## src/rtl/spi_slave_pkg.sv

```systemverilog
// ---------------------------------------------------------------------------
// spi_slave_pkg
// Shared constants and types for the SPI slave receive path.
//   SPI_WORD_WIDTH  : width of one word delivered by the SPI front end
//   rx_pack_state_e : packer FSM states (IDLE, FILL)
// ---------------------------------------------------------------------------
package spi_slave_pkg;

    localparam int SPI_WORD_WIDTH = 32;

    typedef enum logic [0:0] {
        IDLE = 1'b0,
        FILL = 1'b1
    } rx_pack_state_e;

endpackage

```

## src/rtl/spi_slave_rx_packer.sv

```systemverilog
// ---------------------------------------------------------------------------
// spi_slave_rx_packer
// Packs IN_WIDTH words from the SPI front end (already in the axi_aclk domain)
// little-endian into AXI_DATA_WIDTH beats for the AXI master plug.
// Lane packing restarts on every new write address; a partial beat left when
// chip select deasserts (or a new address arrives) is discarded and counted.
//
// Ports
//   axi_aclk, axi_aresetn : clock, synchronous active-low reset
//   cs                    : SPI chip select, active-low
//   addr_valid            : 1-cycle pulse, new transaction address
//   in_data/in_valid/in_ready : input word stream
//   rx_data/rx_valid/rx_ready : packed beat stream to the AXI plug
//   word_count            : beats delivered since last addr_valid (wraps)
//   drop_count            : partial beats discarded since reset (saturates)
// ---------------------------------------------------------------------------
module spi_slave_rx_packer
    import spi_slave_pkg::*;
#(
    parameter int AXI_DATA_WIDTH = 64,
    parameter int IN_WIDTH       = SPI_WORD_WIDTH
) (
    input  logic                      axi_aclk,
    input  logic                      axi_aresetn,
    input  logic                      cs,
    input  logic                      addr_valid,
    input  logic [IN_WIDTH-1:0]       in_data,
    input  logic                      in_valid,
    output logic                      in_ready,
    output logic [AXI_DATA_WIDTH-1:0] rx_data,
    output logic                      rx_valid,
    input  logic                      rx_ready,
    output logic [15:0]               word_count,
    output logic [7:0]                drop_count
);

    localparam int RATIO  = AXI_DATA_WIDTH / IN_WIDTH;
    localparam int LANE_W = (RATIO > 1) ? $clog2(RATIO) : 1;
    localparam logic [LANE_W-1:0] LAST_LANE = LANE_W'(RATIO - 1);

    generate
        if (AXI_DATA_WIDTH % IN_WIDTH != 0) begin : g_bad_width
            $error("AXI_DATA_WIDTH must be an integer multiple of IN_WIDTH");
        end
    endgenerate

    rx_pack_state_e            r_state;
    logic [LANE_W-1:0]         r_lane;
    logic [AXI_DATA_WIDTH-1:0] r_acc;
    logic [AXI_DATA_WIDTH-1:0] r_rx_data;
    logic                      r_rx_valid;
    logic [15:0]               r_word_count;
    logic [7:0]                r_drop_count;

    logic                      w_last_lane;
    logic                      w_stall;
    logic                      w_in_ready;
    logic                      w_accept;
    logic                      w_flush;
    logic                      w_drop;
    logic                      w_deliver;
    logic [AXI_DATA_WIDTH-1:0] w_beat;

    assign w_last_lane = (r_lane == LAST_LANE);
    // Only the word that completes a beat needs the output register free;
    // lower lanes go to the accumulator and can always be taken.
    assign w_stall     = w_last_lane && r_rx_valid && !rx_ready;
    assign w_in_ready  = (r_state == FILL) && !cs && !addr_valid && !w_stall;
    assign w_accept    = in_valid && w_in_ready;
    // Either a new address or a deasserted chip select abandons the partial beat.
    assign w_flush     = addr_valid || cs;
    assign w_drop      = w_flush && (r_lane != '0);
    assign w_deliver   = r_rx_valid && rx_ready;

    // Accumulator with the incoming word merged into the current lane slot.
    always_comb begin
        w_beat = r_acc;
        for (int i = 0; i < RATIO; i++) begin
            if (r_lane == LANE_W'(i)) begin
                w_beat[i*IN_WIDTH +: IN_WIDTH] = in_data;
            end
        end
    end

    always_ff @(posedge axi_aclk) begin
        if (!axi_aresetn) begin
            r_state      <= IDLE;
            r_lane       <= '0;
            r_acc        <= '0;
            r_rx_data    <= '0;
            r_rx_valid   <= 1'b0;
            r_word_count <= '0;
            r_drop_count <= '0;
        end else begin
            case (r_state)
                IDLE:    if (!cs && !addr_valid) r_state <= FILL;
                FILL:    if (cs) r_state <= IDLE;
                default: r_state <= IDLE;
            endcase

            if (w_flush) begin
                r_lane <= '0;
                r_acc  <= '0;
            end else if (w_accept) begin
                if (w_last_lane) begin
                    r_lane <= '0;
                    r_acc  <= '0;
                end else begin
                    r_lane <= r_lane + LANE_W'(1);
                    r_acc  <= w_beat;
                end
            end

            // A completing word may load the register in the same cycle the
            // previous beat drains; in_ready guarantees the slot is free.
            if (w_accept && w_last_lane) begin
                r_rx_valid <= 1'b1;
                r_rx_data  <= w_beat;
            end else if (w_deliver) begin
                r_rx_valid <= 1'b0;
            end

            if (addr_valid) begin
                r_word_count <= '0;
            end else if (w_deliver) begin
                r_word_count <= r_word_count + 16'd1;
            end

            if (w_drop && (r_drop_count != 8'hFF)) begin
                r_drop_count <= r_drop_count + 8'd1;
            end
        end
    end

    assign in_ready   = w_in_ready;
    assign rx_data    = r_rx_data;
    assign rx_valid   = r_rx_valid;
    assign word_count = r_word_count;
    assign drop_count = r_drop_count;

endmodule
```

## config.mk

```make
export PLATFORM = sky130hd
export DESIGN_NAME = spi_slave_rx_packer
export DESIGN_NICKNAME = d
export VERILOG_FILES = /design/src/rtl/spi_slave_pkg.sv /design/src/rtl/spi_slave_rx_packer.sv
export SDC_FILE = /design/constraint.sdc
export NUM_CORES = 1
export LEC_CHECK = 0
export CORE_MARGIN = 2
export CORE_UTILIZATION = 45
export DETAILED_ROUTE_END_ITERATION = 16
export DONT_BUFFER_PORTS = 1
export GPL_TIMING_DRIVEN = 0
export SYNTH_ARGS = -nofsm -noshare
export SYNTH_HDL_FRONTEND = slang
export SYNTH_SLANG_ARGS = --single-unit
```

## constraint.sdc

```tcl
create_clock -name axi_aclk -period 3.1 [get_ports axi_aclk]
set_clock_uncertainty 0.15 [all_clocks]
set_input_delay 0.31 -clock axi_aclk [delete_from_list [all_inputs] [get_ports axi_aclk]]
set_output_delay 0.31 -clock axi_aclk [all_outputs]
set_load 0.01 [all_outputs]
```

Word-level counts from Yosys, hierarchy flattened
Cells that the tools add are included.

storage, ports and cells
  register bits = 155
  input port bits = 38
  output and inout port bits = 90
  logic and storage cells = 41

operators by class
  add/subtract/negate cells = 3
  equal/unequal tests = 1
  muxes and demuxes = 9
  bitwise gates (word level) = 2
  reductions and logical operators = 19

operators with widths
  operator                 number
  $mux W32                 2
  $mux W64                 1
  $add A16 B1 Y16 const B  1
  $logic_and A1 B1 Y1      11
  $add A8 B1 Y8 const B    1
  $ne A8 B8 Y1 const B     1
  $mux W1                  5
  $logic_not A1 Y1         4
  $reduce_or A2 Y1         2
  $not A1 Y1               2
  $pmux W1 S2              1
  $reduce_bool A2 Y1       1
  $add A1 B1 Y1 const B    1
  $logic_or A1 B1 Y1       1

Longest topological paths before layout
Gate-level depths: netlist of the first run.

  depth in word-level cells = 7
  depth in mapped cells = 6
  depth with buffers taken out = 5

Least setup slack after synthesis of the first run
No wires, ideal clock.

  path kind = reg2reg
  start point = register r_drop_count[0] (netlist: drop_count[0])
  end point = register r_drop_count[5] (netlist: drop_count[5])
  setup time = 73 ps
  arrival = 1,436 ps
  data required time = 2,877 ps
  setup slack = 1,441 ps
  stages on the path, launching flop included = 6
  buffers on the path = 0
  period minus slack after synthesis = 1,659 ps
  path through = dfxtp_1 > ha_1 > nand3_1 > o21ai_4 > or4_1 > a21oi_1

on the way
  longest elaborated chain between the ends = 2
  elaborated cells on any way between the ends = 3
  those cells by class = add/sub: 1; eq/ne: 1; reduce/logical: 1

RTL lines
  what                                                                   line                        RTL
  start: declaration                                                     spi_slave_rx_packer.sv:53   logic [7:0] r_drop_count;
  start signal: assignment                                               spi_slave_rx_packer.sv:130  r_drop_count <= r_drop_count + 8'd1;
  parallel branches: the longest is 2 deep, another holds $add A8 B1 Y8  n/a

Parallel ways; which one is timed is not known.
A chain may end at the register's enable or synchronous reset.

Worst setup path after layout of the first run
  start point = register r_rx_valid (netlist: rx_valid)
  end point = output in_ready

on the way
  longest elaborated chain between the ends = 4

RTL lines
  what                              line                        RTL
  start: declaration                spi_slave_rx_packer.sv:51   logic r_rx_valid;
  start signal: assignment          spi_slave_rx_packer.sv:91   r_rx_valid <= 1'b0;
  start signal: assignment          spi_slave_rx_packer.sv:117  r_rx_valid <= 1'b1;
  start signal: assignment          spi_slave_rx_packer.sv:120  r_rx_valid <= 1'b0;
  $logic_and A1 B1 Y1 (2 in a row)  spi_slave_rx_packer.sv:67   assign w_stall = w_last_lane && r_rx_valid && !rx_ready;
  $logic_not A1 Y1                  spi_slave_rx_packer.sv:68   assign w_in_ready = (r_state == FILL) && !cs && !addr_valid && !w_stall;
  $logic_and A1 B1 Y1               spi_slave_rx_packer.sv:68
  end: declaration                  spi_slave_rx_packer.sv:29   output logic in_ready,

Every way passes these cells.

==> flow_metrics.env, run 1 <==
export IMPL_die_w_um=107.3
export IMPL_synth_fp_nets=599
export IMPL_slew_headroom=0.5379
export IMPL_drive_gt1_frac=0.1406
export IMPL_worstPathRequired_ps=2640
export IMPL_clock_sinks=123
export IMPL_n_antenna_cell=0
export IMPL_syn_avg_cell_area_um2=8.597
export IMPL_cts_tree="done"
export IMPL_syn_inst=559
export IMPL_r2r_slack_ps=1270
export IMPL_clockRootBuffer="clkbuf_8"
export IMPL_drc=0
export IMPL_cap_violations=0
export IMPL_period_share=0.6059
export IMPL_clk_pin_slew_ps=50
export IMPL_cp_data_arrival_time_ps=1420
export IMPL_power_leakage_nw=1.927
export IMPL_grt_ovfl_total=0
export IMPL_worstSetupEndpointType="output port"
export IMPL_clock_path_buffers=2
export IMPL_crit_chain="nand3b_1, and2_2"
export IMPL_async_flop_share=0
export IMPL_cts_buffers=17
export IMPL_dieHeight_um=107.3
export IMPL_cp_slowest_cell="dfxtp_1"
export IMPL_grt_pass1_vias=3957
export IMPL_start_kind="register"
export IMPL_crit_path_max_incr_delay_ps=510
export IMPL_netlist_area_um2=4806
export IMPL_period_needed_ps=1878
export IMPL_drtPass1Iterations=4
export IMPL_die_area_um2=11520
export IMPL_num_vias=3998
export IMPL_cts_repair_resized=0
export IMPL_ir_drop_mv=0.2839
export IMPL_coreArea_um2=10370
export IMPL_max_freq_ghz=0.5324
export IMPL_hold_path_cell_count=3
export IMPL_antenna_found_initial=0
export IMPL_r2r_end="rx_data[60]"
export IMPL_status="complete, no violations"
export IMPL_ant_nets=0
export IMPL_grtUsageTotal=0.2180
export IMPL_setup_violations=0
export IMPL_synth_cell_types=40
export IMPL_ios=128
export IMPL_dpl_cell_area_um2=4976
export IMPL_final_cell_area_um2=5978
export IMPL_yosys_warnings=0
export IMPL_insertion_delay_ps=510
export IMPL_fin_nets=654
export IMPL_hold_path_class="input pin to register"
export IMPL_min_delay_start="in_valid"
export IMPL_startpoint="rx_valid"
export IMPL_wirelength_mm=11.90
export IMPL_synth_flop_cell="dfxtp_1"
export IMPL_tightest_slew_ps=693.2
export IMPL_portBuffers=0
export IMPL_grt_max_degree=17
export IMPL_hold_path_end="r_acc[15]"
export IMPL_drt_iter0_drc=261
export IMPL_power_density_nw_per_um2=636.1
export IMPL_path_class="register to output port"
export IMPL_grt_first_pass_wirelength_mm=19.43
export IMPL_row_count=37
export IMPL_reg2regPathDepth=6
export IMPL_routabilityCongestion=0.7939
export IMPL_fin_tns_setup_ps=0
export IMPL_ys_ff_latch=123
export IMPL_final_hold_violation_count=0
export IMPL_syn_to_final_growth_pct=24.39
export IMPL_routedWlPerCell_um=15.61
export IMPL_r2r_start="rx_valid"
export IMPL_start_util=0.4634
export IMPL_htreeDepth=4
export IMPL_rsz0062_at_grt="no"
export IMPL_vias_per_cell=5.247
export IMPL_synth_seq_area_share=0.5124
export IMPL_drv_slew=0
export IMPL_synth_edf_count=0
export IMPL_cp_max_fo=8
export IMPL_hpwl_mm=8.475
export IMPL_fill_cells=948
[layer usage]
layer,wire (um),track usage,share of wire
met1,5046,0.2525,0.42
met3,947,0.08535,0.080
met5,0,0,0
met2,5732,0.3626,0.48
met4,169,0.08425,0.014
[cell type report]
cell class | count | area, um2 | area share
well taps | 136 | 170.2 | 0.02846
clock inverters | 6 | 157.7 | 0.02637
inverters | 4 | 15.01 | 0.002512
clock buffers | 25 | 484.2 | 0.08100
flip-flops and latches | 123 | 2462 | 0.4119
repair buffers | 36 | 360.3 | 0.06028
multi-input cells | 394 | 2067 | 0.3458
plain buffers | 38 | 261.5 | 0.04374
[worst max-delay path: cells and delay by family, from the launching register on]
kind          cells  cell delay (ps)
flops             1              510
simple gates      2              400
[kinds of logic after synthesis]
kind of cell / after synthesis / synth area share
AND/OR/NAND/NOR: 258 / 0.2406
XOR/XNOR: 14 / 0.02551
flip-flops: 123 / 0.5124
AO/OA/AOI/OAI: 119 / 0.1567
adder cells (fa/ha/maj): 2 / 0.005206
multiplexers: 1 / 0.002083
buffers and inverters: 42 / 0.05754
[cell usage after synthesis, types with 2 or more instances]
master | count | area [um2]
ha_1 | 2 | 25.02
nand3_1 | 43 | 215.2
a21oi_2 | 33 | 289.0
xor2_1 | 10 | 87.58
buf_1 | 3 | 11.26
o21ai_0 | 6 | 30.03
nand2_1 | 166 | 623.1
buf_8 | 6 | 90.09
inv_1 | 4 | 15.01
buf_2 | 7 | 35.03
nor2_1 | 15 | 56.30
clkbuf_1 | 17 | 63.81
nand4_1 | 7 | 43.79
a21oi_1 | 73 | 365.4
xnor2_1 | 4 | 35.03
buf_6 | 3 | 33.78
dfxtp_1 | 123 | 2462
or4_1 | 2 | 15.01
and3_1 | 4 | 25.02
nand2b_1 | 2 | 12.51
and4_4 | 3 | 33.78
or3_1 | 7 | 43.79
o31ai_1 | 2 | 15.01
[per-stage QoR]
| stage | util | cells | worst slack (ps) | hold slack [ps] | total power, mW |
|---|---|---|---|---|---|
| after CTS | 0.5765 | 762 | 1188 | 28.36 | 3.843 |
| final | 0.5765 | 762 | 1222 | 48.30 | 3.803 |
| after global routing | 0.5765 | 762 | 1029 | 77.69 | 3.934 |
| after global placement | 0.4799 | 695 | 1250 | 235.5 | 1.665 |
| after floorplan | - | 559 | 1441 | 232.8 | 1.652 |
| after detailed placement | 0.4799 | 695 | 1224 | 240.0 | 1.665 |
[cell usage in the layout (no fill, tap or decap), types with 2 or more instances in the layout]
master         instances
a21oi_1               73
a21oi_2               33
and3_1                 4
and4_4                 3
buf_1                  3
buf_2                  7
buf_6                  3
buf_8                  6
bufinv_16              5
clkbuf_1              21
clkbuf_16             16
clkbuf_8               5
dfxtp_1              123
dlygate4sd3_1         36
ha_1                   2
inv_1                  4
nand2_1              166
nand2b_1               2
nand3_1               43
nand4_1                7
nor2_1                15
o21ai_0                6
o31ai_1                2
or3_1                  7
or4_1                  2
xnor2_1                4
xor2_1                10
[state kept, by name (all words and copies together), names as in the netlist]
| name | cells |
|---|---|
| rx_valid | 1 |
| rx_data | 64 |
| r_lane | 1 |
| word_count | 16 |
| drop_count | 8 |
| r_acc | 32 |
| r_state | 1 |
[report_power, final]
part / switching, mW / internal, mW
clock: 0.656 / 1.47
sequential: 0.000715 / 1.58
combinational: 0.0528 / 0.0406
[how the worst max path moves through the flow]
stage,endpoint,slack [ps]
finish,in_ready,1220
global route,r_acc[2],1030
CTS,in_ready,1190
detailed placement,r_acc[2],1220
global placement,r_acc[1],1250
floorplan,drop_count[5],1440
[timing repair]
action                    4_1_cts  5_1_grt
hold buffers                   36        0
buffers inserted                0        0
hold endpoints to repair       69        0
Power figures use the tool's default switching activity.
==> run 2, diff against run 1 <==
==> constraint.sdc (replaced) <==
create_clock -name axi_aclk -period 1.6 [get_ports axi_aclk]
set_clock_uncertainty 0.15 [all_clocks]
set_input_delay 0.16 -clock axi_aclk [delete_from_list [all_inputs] [get_ports axi_aclk]]
set_output_delay 0.16 -clock axi_aclk [all_outputs]
set_load 0.01 [all_outputs]
==> run 2 against run 1 <==
Against the previous run:
- the flow now finishes with violations (hold timing, setup timing)
- worst setup slack got worse by 1300 ps
- routed wire length up 9.8%
- critical path depth grew 4
- register-to-register slack lost 1300 ps
- total power rose by 88%
- flip-flop and latch count did not move
- sequential share of layout area is 3.6 points lower
- combinational power up 130%
- critical path type is now register to register
- largest power group unchanged
- highest routed layer unchanged
==> flow_metrics.env, run 2 (synthesis gave the netlist of run 1 again) <==
export IMPL_status="finished with violations"
export IMPL_violations="hold timing, setup timing"
export IMPL_period_share=1.023
export IMPL_r2r_end="rx_data[24]"
export IMPL_dp_cells=695
export IMPL_cp_num_buf_inv=2
export IMPL_ant_nets=0
export IMPL_ios=128
export IMPL_coreArea_um2=10370
export IMPL_r2r_start="r_state"
export IMPL_crit_family="simple AND/OR/NAND/NOR gates"
export IMPL_cts_buffers=17
export IMPL_final_hold_violation_count=2
export IMPL_drc=0
export IMPL_cp_max_fo=5
export IMPL_routabilityCongestion=0.8074
export IMPL_drv_slew=0
export IMPL_power_share_switching=0.2076
export IMPL_grt_max_degree=17
export IMPL_worstSetupEndpointType="register"
export IMPL_switchingPower_mw=1.486
export IMPL_drt_iter0_drc=195
export IMPL_hold_path_end="r_acc[16]"
export IMPL_crit_path_max_incr_delay_ps=330
export IMPL_cp_slowest_cell="dfxtp_2"
export IMPL_path_class="register to register"
export IMPL_period_needed_ps=1637
export IMPL_largest_reg_flops=64
export IMPL_reg2regPathDepth=6
export IMPL_final_cell_mix="nand2_1 (135), dfxtp_1 (102), a21oi_2 (63)"
export IMPL_crit_chain="nor3b_4, and4_4, clkbuf_16, clkbuf_16, nand2_4, a21oi_2"
export IMPL_vias_per_cell=5.326
export IMPL_grtUsageTotal=0.2206
export IMPL_cap_violations=0
export IMPL_antenna_found_initial=1
export IMPL_fill_cells=874
export IMPL_cp_data_arrival_time_ps=1930
export IMPL_worstPathRequired_ps=1890
export IMPL_mostFrequentLayoutCell="nand2_1"
export IMPL_grt_pass1_vias=3979
export IMPL_die_area_um2=11520
export IMPL_intPower_mw=5.674
export IMPL_dpl_cell_area_um2=4984
export IMPL_grt_ovfl_total=0
export IMPL_drtPass1Iterations=6
export IMPL_drive_gt1_frac=0.3132
export IMPL_total_power_mw=7.160
export IMPL_r2r_slack_ps=-40
export IMPL_cts_tree="done"
export IMPL_slew_headroom=0.4724
export IMPL_ir_drop_mv=0.6624
export IMPL_combPwrFrac=0.031
export IMPL_worst_slack_ps=-36.55
export IMPL_max_freq_ghz=0.6110
export IMPL_power_density_nw_per_um2=1069
export IMPL_instances_no_fill=782
export IMPL_portBuffers=0
export IMPL_timing_hold_ws_ps=-9.506
export IMPL_routedWlPerCell_um=16.70
export IMPL_hold_path_class="input pin to register"
export IMPL_clk_pin_slew_ps=60
export IMPL_dp_slack_ps=-270.8
export IMPL_hold_path_cell_count=4
export IMPL_crit_top_cell="clkbuf_16"
export IMPL_fin_nets=672
export IMPL_htreeDepth=4
export IMPL_seqPwrFrac=0.426
export IMPL_start_util=0.4634
export IMPL_rsz0062_at_grt="yes"
export IMPL_clock_path_buffers=2
export IMPL_post_route_util=0.6459
export IMPL_power_leakage_nw=2.403
export IMPL_num_vias=4165
export IMPL_wirelength_mm=13.06
export IMPL_grt_first_pass_wirelength_mm=19.95
export IMPL_final_cell_area_um2=6698
export IMPL_insertion_delay_ps=510
export IMPL_die_w_um=107.3
export IMPL_start_kind="register"
export IMPL_setup_violations=18
export IMPL_hpwl_mm=8.551
export IMPL_fin_tns_setup_ps=-234.2
export IMPL_clock_sinks=123
export IMPL_clockRootBuffer="clkbuf_8"
export IMPL_min_delay_start="rx_ready"
export IMPL_dieHeight_um=107.3
export IMPL_row_count=37
export IMPL_tightest_slew_ps=791.4
export IMPL_clkPwrFrac=0.544
export IMPL_syn_to_final_growth_pct=39.36
## run 2: changes by cell type in the layout (fill, tap and decap cells not counted), moves of 5 or more
| cell | previous run | this run |
|---|---|---|
| a21oi_1 | 73 | 43 |
| a21oi_2 | 33 | 63 |
| nand2_1 | 166 | 135 |
| clkbuf_1 | 21 | 12 |
| dfxtp_4 | 0 | 11 |
| buf_2 | 7 | 1 |
| dfxtp_1 | 123 | 102 |
| buf_4 | 1 | 9 |
| buf_6 | 3 | 9 |
| dfxtp_2 | 0 | 10 |
| clkbuf_2 | 0 | 5 |
| nand2_4 | 0 | 23 |
| clkbuf_16 | 16 | 21 |
| nand2_2 | 0 | 8 |
## run 2: how the worst max path moves through the flow
stage | cells past startpoint | from | to
finish | 6 | r_state | rx_data[24]
global route | 6 | r_state | rx_data[58]
CTS | 2 | r_state | in_ready
detailed placement | 5 | rx_valid | r_acc[30]
global placement | 5 | rx_valid | r_acc[2]
floorplan | 5 | word_count[0] | word_count[14]
## run 2: metal layers
layer,vias to the layer above,routed length (um),GRT usage,share of wire
li1,2045,-,-,-
met1,1976,5569,0.2708,0.43
met2,126,6264,0.3540,0.48
met3,18,998,0.08777,0.076
met4,0,223,0.07234,0.017
met5,-,0,0,0
## run 2: what timing repair did
action / CTS / global route
hold endpoints to repair: 89 / 0
endpoints found under the setup margin: 101 / 108
pin swaps: 6 / 64
resized for setup: 37 / 131
setup buffers: 6 / 3
gates cloned: 0 / 5
hold buffers: 40 / 0
## run 2: area by class of cell
| class | count | area [um2] | area share |
|---|---|---|---|
| clock inverter | 10 | 138.9 | 0.02074 |
| inverter | 4 | 15.01 | 0.002242 |
| timing repair buffer | 54 | 600.6 | 0.08967 |
| antenna | 1 | 2.502 | 0.0003736 |
| multi-input combinational | 394 | 2437 | 0.3639 |
| tap | 136 | 170.2 | 0.02541 |
| buffer | 38 | 344.1 | 0.05137 |
| sequential | 123 | 2516 | 0.3757 |
| clock buffer | 22 | 473.0 | 0.07061 |
## run 2: worst register-to-register path: cells and delay by family, from the launching register on
kind / cells / cell delay [ps]
flops: 1 / 330
compound gates: 1 / 130
buf+inv: 2 / 330
simple gates: 3 / 630
## run 2: power by group through the flow
stage / sequential [mW] / clock (mW) / combinational (mW)
floorplan: 3.13 / 0 / 0.0664
CTS: 3.06 / 3.97 / 0.197
finish: 3.05 / 3.89 / 0.219
detailed placement: 3.13 / 0 / 0.0935
global route: 3.05 / 4.13 / 0.234
global placement: 3.13 / 0 / 0.0918
==> run 3, diff against run 2 <==
--- a/config.mk
+++ b/config.mk
@@ -5,7 +5,6 @@
 export SDC_FILE = /design/constraint.sdc
 export NUM_CORES = 1
 export LEC_CHECK = 0
-export CORE_MARGIN = 2
 export CORE_UTILIZATION = 45
 export DETAILED_ROUTE_END_ITERATION = 16
 export DONT_BUFFER_PORTS = 1
==> run 3 against run 2 <==
Against the previous run:
- the flow still finishes with violations (hold timing, setup timing)
- hold slack got worse by 330 ps
- non-clock buffer count fell by 6
- sequential power barely moved
- register-to-register slack got worse by 40 ps
- combinational power barely moved
- highest routed layer unchanged
- die area fell by 3.7%
- maximum frequency fell by 2.2%
- critical endpoint is now rx_data[4]
- total power fell by 5.0%
- cell area fell by 2.6%
==> flow_metrics.env, run 3 (synthesis gave the netlist of run 1 again) <==
export IMPL_hold_path_class="input pin to register"
export IMPL_grt_pass1_vias=4076
export IMPL_ir_drop_mv=0.4941
export IMPL_n_antenna_cell=0
export IMPL_hold_path_end="rx_data[48]"
export IMPL_path_class="register to register"
export IMPL_dpl_cell_area_um2=4984
export IMPL_dp_slack_ps=-305.7
export IMPL_drt_iter0_drc=180
export IMPL_grtUsageTotal=0.2299
export IMPL_grt_util_met3=0.07607
export IMPL_dieHeight_um=105.3
export IMPL_clock_sinks=123
export IMPL_fin_tns_setup_ps=-2947
export IMPL_die_w_um=105.3
export IMPL_drc=0
export IMPL_period_share=1.046
export IMPL_antenna_found_initial=0
export IMPL_final_cell_area_um2=6523
export IMPL_routabilityCongestion=0.7894
export IMPL_start_util=0.4655
export IMPL_r2r_end="rx_data[4]"
export IMPL_startpoint="r_state"
export IMPL_drive_gt1_frac=0.3114
export IMPL_violations="hold timing, setup timing"
export IMPL_slew_headroom=0.5191
export IMPL_wirelength_mm=12.72
export IMPL_grt_first_pass_wirelength_mm=20.08
export IMPL_final_hold_violation_count=36
export IMPL_worstPathRequired_ps=1880
export IMPL_grt_met2_usage=0.3736
export IMPL_power_leakage_nw=2.009
export IMPL_clk_pin_slew_ps=60
export IMPL_timing_hold_ws_ps=-338.6
export IMPL_htreeDepth=4
export IMPL_gr_max_usage_layer="met2"
export IMPL_final_cell_mix="nand2_1 (165), dfxtp_1 (104), a21oi_2 (68)"
export IMPL_ios=128
export IMPL_portBuffers=0
export IMPL_hold_path_cell_count=2
export IMPL_cp_max_fo=10
export IMPL_fin_nets=666
export IMPL_mostFrequentLayoutCell="nand2_1"
export IMPL_rsz0062_at_grt="yes"
export IMPL_insertion_delay_ps=510
export IMPL_status="finished with violations"
export IMPL_met1_usage=0.2773
export IMPL_vias_per_cell=5.372
export IMPL_hpwl_mm=8.387
export IMPL_r2r_slack_ps=-70
export IMPL_fill_cells=881
export IMPL_num_vias=4163
export IMPL_ant_nets=0
export IMPL_setup_violations=89
export IMPL_grt_max_degree=17
export IMPL_worst_slack_ps=-73.65
export IMPL_cap_violations=0
export IMPL_period_needed_ps=1674
export IMPL_row_count=37
export IMPL_routedWlPerCell_um=16.42
export IMPL_grt_ovfl_total=0
export IMPL_cts_buffers=17
export IMPL_post_route_util=0.6318
export IMPL_drv_slew=0
export IMPL_cp_data_arrival_time_ps=1960
export IMPL_clock_path_buffers=2
export IMPL_min_delay_start="in_data[16]"
export IMPL_start_kind="register"
export IMPL_power_density_nw_per_um2=1042
export IMPL_drtPass1Iterations=5
export IMPL_coreArea_um2=10320
export IMPL_r2r_start="r_state"
export IMPL_reg2regPathDepth=7
export IMPL_clockRootBuffer="clkbuf_8"
export IMPL_syn_to_final_growth_pct=35.72
export IMPL_tightest_slew_ps=721.3
export IMPL_total_power_mw=6.799
export IMPL_cts_tree="done"
export IMPL_die_area_um2=11100
export IMPL_worstSetupEndpointType="register"
export IMPL_largest_reg_flops=64
export IMPL_max_freq_ghz=0.5975
-- run 3: cell count changes in the layout (fill, tap and decap cells not counted), sizes merged --
cell	change
diode	-1
clkinv	+2
clkbuf	-6
inv	+1
bufinv	-2
dlygate4sd3	-3
clkinvlp	+2
-- run 3: layout make-up --
type	count	area, um2	area share
plain buffers	37	314.1	0.04815
repair buffers	49	506.7	0.07769
multi-input cells	394	2446	0.3750
flip-flops and latches	123	2509	0.3846
clock inverters	13	120.1	0.01842
well taps	136	170.2	0.02609
inverters	4	15.01	0.002302
clock buffers	19	441.7	0.06772
-- run 3: how the worst max path moves through the flow --
stage	endpoint	slack, ps	cells after the start
5_1_grt	rx_data[48]	-140	7
2_1_floorplan	word_count[14]	9	5
3_5_place_dp	r_acc[29]	-310	5
4_1_cts	rx_data[48]	-30	7
3_3_place_gp	r_acc[2]	-220	5
6_report	rx_data[4]	-70	7
-- run 3: timing repair --
item / in CTS / in global routing
hold endpoints to repair: 90 / 31
buffers inserted: 7 / 2
pin swaps: 15 / 38
gates resized for setup: 51 / 93
hold buffers: 37 / 1
endpoints found under the setup margin: 101 / 104
cloned: 0 / 3
-- run 3: worst max-delay path, stage by stage, from the launching register on --
cell	delay, ps
dfxtp_2	330
nor3b_4	230
buf_6	140
and4_4	250
buf_12	150
buf_8	130
nand2_1	80
a21oi_2	130
-- run 3: where the power goes --
part	switching, mW	internal, mW
Sequential	0.00179	3.05
Clock	1.39	2.14
Combinational	0.127	0.0896
Total	1.52	5.28
-- run 3: stage by stage --
stage	instances	hold slack, ps
floorplan	559	82.76
global placement	695	85.39
detailed placement	695	93.60
CTS	770	-374.5
global route	775	-335.4
finish	775	-338.6
-- run 3: layer usage --
metal  vias to the layer above  share of wire
met4                         0          0.015
met1                      2022           0.44
met2                       109           0.48
met5                         -              0
li1                       2018              -
met3                        14          0.064
